[src/rtl/gate_reduce_unit.sv]
// gate_reduce_unit: folds NUM_OPS operands through a bitwise gate function
// (AND/OR/XOR and their inverted forms) and presents one result at a time.
//
// Handshake: an operand transfers on a rising edge where in_valid && in_ready;
// a result transfers on a rising edge where out_valid && out_ready. in_ready
// and busy are decoded from the state register only, so neither has a
// combinational path from in_valid or out_ready.
module gate_reduce_unit #(
    parameter int WIDTH   = 8,
    parameter int NUM_OPS = 4
) (
    input  logic             clk,
    input  logic             rst_n,
    input  logic [2:0]       op_sel,
    input  logic             in_valid,
    output logic             in_ready,
    input  logic [WIDTH-1:0] in_data,
    output logic             out_valid,
    input  logic             out_ready,
    output logic [WIDTH-1:0] out_data,
    output logic             busy,
    output logic [1:0]       dbg_state
);

    localparam int CW = $clog2(NUM_OPS + 1);

    // Refuse to build degenerate configurations.
    generate
        if (NUM_OPS < 2 || WIDTH < 1) begin : g_bad_params
            $error("gate_reduce_unit: NUM_OPS must be >= 2 and WIDTH >= 1");
        end
    endgenerate

    typedef enum logic [1:0] {
        S_IDLE  = 2'd0,
        S_ACCUM = 2'd1,
        S_HOLD  = 2'd2
    } state_t;

    state_t           state;
    logic [WIDTH-1:0] acc;
    logic [CW-1:0]    cnt;
    logic [2:0]       op_q;

    logic             accept;
    logic [WIDTH-1:0] fold_val;
    logic             invert_q;

    assign accept    = in_valid && in_ready;
    assign in_ready  = (state != S_HOLD);
    assign busy      = (state != S_IDLE);
    assign dbg_state = state;

    // Inverted variants apply the inversion once, to the final result only.
    assign invert_q = (op_q == 3'b011) || (op_q == 3'b100) || (op_q == 3'b101);

    // Base gate of the latched function applied to the running value.
    always_comb begin
        fold_val = acc & in_data;
        case (op_q)
            3'b001, 3'b100: fold_val = acc | in_data;
            3'b010, 3'b101: fold_val = acc ^ in_data;
            default:        fold_val = acc & in_data;
        endcase
    end

    // Reduction FSM with registered result outputs.
    always_ff @(posedge clk or negedge rst_n) begin
        if (!rst_n) begin
            state     <= S_IDLE;
            acc       <= '0;
            cnt       <= '0;
            op_q      <= '0;
            out_valid <= 1'b0;
            out_data  <= '0;
        end else begin
            case (state)
                S_IDLE: begin
                    if (accept) begin
                        acc   <= in_data;
                        op_q  <= op_sel;
                        cnt   <= CW'(1);
                        state <= S_ACCUM;
                    end
                end
                S_ACCUM: begin
                    if (accept) begin
                        acc <= fold_val;
                        cnt <= cnt + CW'(1);
                        if (cnt == CW'(NUM_OPS - 1)) begin
                            state     <= S_HOLD;
                            out_valid <= 1'b1;
                            out_data  <= invert_q ? ~fold_val : fold_val;
                        end
                    end
                end
                S_HOLD: begin
                    if (out_ready) begin
                        state     <= S_IDLE;
                        cnt       <= '0;
                        out_valid <= 1'b0;
                        out_data  <= '0;
                    end
                end
                default: begin
                    state     <= S_IDLE;
                    cnt       <= '0;
                    out_valid <= 1'b0;
                    out_data  <= '0;
                end
            endcase
        end
    end

endmodule

[config.mk]
export PLATFORM = sky130hd
export DESIGN_NAME = gate_reduce_unit
export DESIGN_NICKNAME = d
export VERILOG_FILES = /design/src/rtl/gate_reduce_unit.sv
export SDC_FILE = /design/constraint.sdc
export NUM_CORES = 1
export LEC_CHECK = 0
export CORE_UTILIZATION = 40
export DETAILED_ROUTE_END_ITERATION = 8
export DONT_BUFFER_PORTS = 1
export GPL_ROUTABILITY_DRIVEN = 0
export SLEW_MARGIN = 25
export SYNTH_ARGS = -nofsm -noshare
export SYNTH_HDL_FRONTEND = slang
export SYNTH_SLANG_ARGS = --single-unit
[constraint.sdc]
create_clock -name clk -period 1.9 [get_ports clk]
set_input_delay 0.285 -clock clk [delete_from_list [all_inputs] [get_ports clk]]
set_output_delay 0.285 -clock clk [all_outputs]
set_load 0.01 [all_outputs]
==> key figures <==
Yosys
  – Syn Std Cell Area: 1850 um^2
  – Top_reg_cell synth: dfrtp_1
  – Post-synth cell types: 39
  – Syn_area_per_cell: 9.02 um^2
  – Yosys warnings: 0
  – FFs w/ async S/R, synth: 100%
  – Post-Syn Instances: 205
  – Post-synthesis register bit count: 25
  – Syn Nets: 238
  – Number of enable flip-flop cells after synthesis: 0
  – Seq/Total Area, Yosys: 33.8%

Routing
  – Vias per cell: 5.74
  – Met3 WL: 186 um
  – WL final: 4390 um
  – Max Used Layer: met4
  – M1 WL: 2150 um
  – DRC errors left: 0
  – Initial DRC Count: 106
  – WL/cell: 16.9 um
  – Vias: 1493
  – Post-route ant nets: 0
  – WL met2: 1980 um
  – First-pass iteration count of the detailed router: 4

Timing
  – Rel. slew slack: 73.4%
  – Fmax: 543 MHz
  – Tmin final: 1840 ps
  – Tcrit/Tclk final: 96.8%
  – Slew Viols, Final: 0
  – Final setup fails: 0
  – Unrepaired setup endpoints after global routing: true
  – Measured slew at the worst slew-check pin: 393 ps
  – Final WS setup: 60.0 ps
  – Clock skew: 7.52 ps
  – Fin. Hold Viols: 0

Power and ir drop
  – Sequential power share: 35.4%
  – Internal power: 1660 uW
  – Switching power: 1430 uW
  – Total power: 3090 uW
  – Comb power frac: 53.7%
  – Cell area power density: 1520 nW/um^2
  – Clock share of power: 10.9%
  – VDD IR max: 0.667 mV
  – Switching portion of total power: 46.2%
  – Leak: 0.000944 uW

Die
  – Cell row count: 24
  – Io pins: 28
  – Core Area: 4380 um^2
  – Initial core utilization: 42.2%
  – Die extent in x: 70.0 um
  – Die H: 70.0 um
  – Die area: 4900 um^2

Layout
  – Fin nets: 242
  – # fillers: 450
  – Sequential cell area: 627 um^2
  – Commonest non-fill, non-tap cells in the layout: 24 x dfrtp_1, 20 x a21oi_1, 19 x inv_1, 16 x ha_1, 15 x o31ai_1
  – Layout area overhead: 9.68%
  – Fraction of layout cells with a size suffix above 1: 14.9%
  – Multi-input gate area: 1110 um^2
  – Most common cell after layout, fill and taps aside: dfrtp_1
  – N_diodes: 0

Setup path
  – Critical path, cell by cell: ha_2, ha_4, nand4b_4, nor3_4, or4b_4, nand3_2
  – Crit path buf inv count: 0
  – Crit Path Max Fanout: 7
  – CP Class: register to register
  – Critical path required time: 2120 ps
  – CP Data Arrival Time: 2060 ps
  – Crit-path max cell delay: 510 ps
  – Startpoint types: register
  – Crit-path leading delay family: simple AND/OR/NAND/NOR gates
  – Slowest cell on crit path: or4b_4
  – CP endpoint kind: register

Outcome
  – Status: complete, no violations

Clock network
  – Worst-path clk slew: 100 ps
  – Skew-Pair Late Insertion Delay: 280 ps
  – Clock Root Buffer: clkbuf_8
  – CTS max path bufs: 2
  – CTS tree: built
  – H-tree Lvls: 1
  – Total clock buffers created by CTS: 3
  – Clock tree sinks: 25

Place
  – DPL Wire Length: 3060 um
  – Number of port buffers: 0
  – Pre-CTS WS: 11.4 ps

Global route
  – GRT overflow: 0
  – GRT Overall Usage: 18.7%
  – Largest net degree at the start of global routing: 26
  – Vias in the first global route: 1455
  – Global-route wire length before repair: 7200 um
  – Initial antenna violation count: 0

Worst hold path
  – Worst Hold Class: primary input to register

Job
  – Max cap viols: 0
[power groups by stage]
stage,combinational (uW),clock [uW],sequential (uW)
detailed placement,1550,0,1110
global route,1870,373,1140
finish,1660,338,1090
floorplan,1300,0,987
CTS,1580,348,1100
global placement,1530,0,1090
[final cells by class]
class / count / share of cell area, %
multi-input combinational: 147 / 54.8
sequential: 25 / 30.9
timing repair buffer: 12 / 5.18
inverter: 20 / 3.70
tap: 52 / 3.21
clock buffer: 4 / 2.22
[state kept, by name (all words and copies together) (netlist names)]
name       cells
cnt            3
op_q           3
dbg_state      2
out_data       8
out_valid      1
acc            8
[metrics by stage]
| stage | cells | util, % | hold WS [ps] | instance area, um^2 | TNS, ps |
|---|---|---|---|---|---|
| global route | 260 | 46.3 | 101 | 2030 | -33.4 |
| detailed placement | 252 | 43.4 | -9.78 | 1900 | 0 |
| finish | 260 | 46.3 | 114 | 2030 | 0 |
| CTS | 258 | 45.1 | 112 | 1980 | 0 |
| floorplan | 205 | - | -10.6 | 1850 | 0 |
| global placement | 252 | 43.4 | -9.83 | 1900 | 0 |
[cell families (layout without fill, tap and decap cells)]
family	Yosys count	after routing	share of synthesized area (%)
AND/OR/NAND/NOR	63	63	21.7
AO/OA/AOI/OAI	62	62	21.8
buffers and inverters	33	36	7.85
flip-flops	25	25	33.8
adder cells (fa/ha/maj)	18	18	12.2
multiplexers	3	3	1.83
XOR/XNOR	1	1	0.880
[Yosys cell counts, types with 2 or more instances]
library cell | count | area [um^2]
buf_2 | 5 | 25.0
or2_2 | 2 | 12.5
o31ai_1 | 15 | 113
nand2_1 | 14 | 52.6
or4b_1 | 6 | 60.1
nor3b_1 | 6 | 45.0
nand2b_1 | 6 | 37.5
dfrtp_1 | 25 | 626
nor2_1 | 7 | 26.3
clkbuf_1 | 5 | 18.8
nor2b_1 | 3 | 18.8
a31oi_1 | 4 | 25.0
inv_1 | 19 | 71.3
mux2_2 | 3 | 33.8
o21ai_0 | 8 | 40.0
nand3_1 | 10 | 50.1
o211ai_1 | 2 | 15.0
a21oi_1 | 20 | 100
ha_1 | 18 | 225
a22o_1 | 6 | 52.6
buf_6 | 2 | 22.5
o311ai_1 | 2 | 17.5
[path summary, 6_finish.rpt]
kind | startpoint | end | slack, ps | cells after the start
setup reg to reg | cnt[0] | out_data[0] | 60 | 6
hold reg to reg | cnt[0] | cnt[0] | 530 | 1
min in group asynchronous | rst_n | dbg_state[0] | 420 | 2
setup / recovery | cnt[0] | out_data[0] | 60 | 6
max in group asynchronous | rst_n | op_q[0] | 1300 | 2
hold / removal | out_ready | dbg_state[1] | 110 | 1
[layer usage]
layer | vias to the layer above | track usage [%]
met3 | 7 | 3.90
met2 | 31 | 29.2
met5 | - | 0
met1 | 712 | 25.7
met4 | 0 | 6.44
li1 | 743 | -
[repair_timing]
| action | CTS | global route |
|---|---|---|
| setup endpoints to repair | 1 | 8 |
| pin swaps | 1 | 7 |
| endpoints found under the hold margin | 25 | 0 |
| buffers inserted | 0 | 2 |
| hold buffers | 2 | 0 |
| resized for setup | 0 | 8 |
Note: power is estimated with default switching activity, not from simulation.
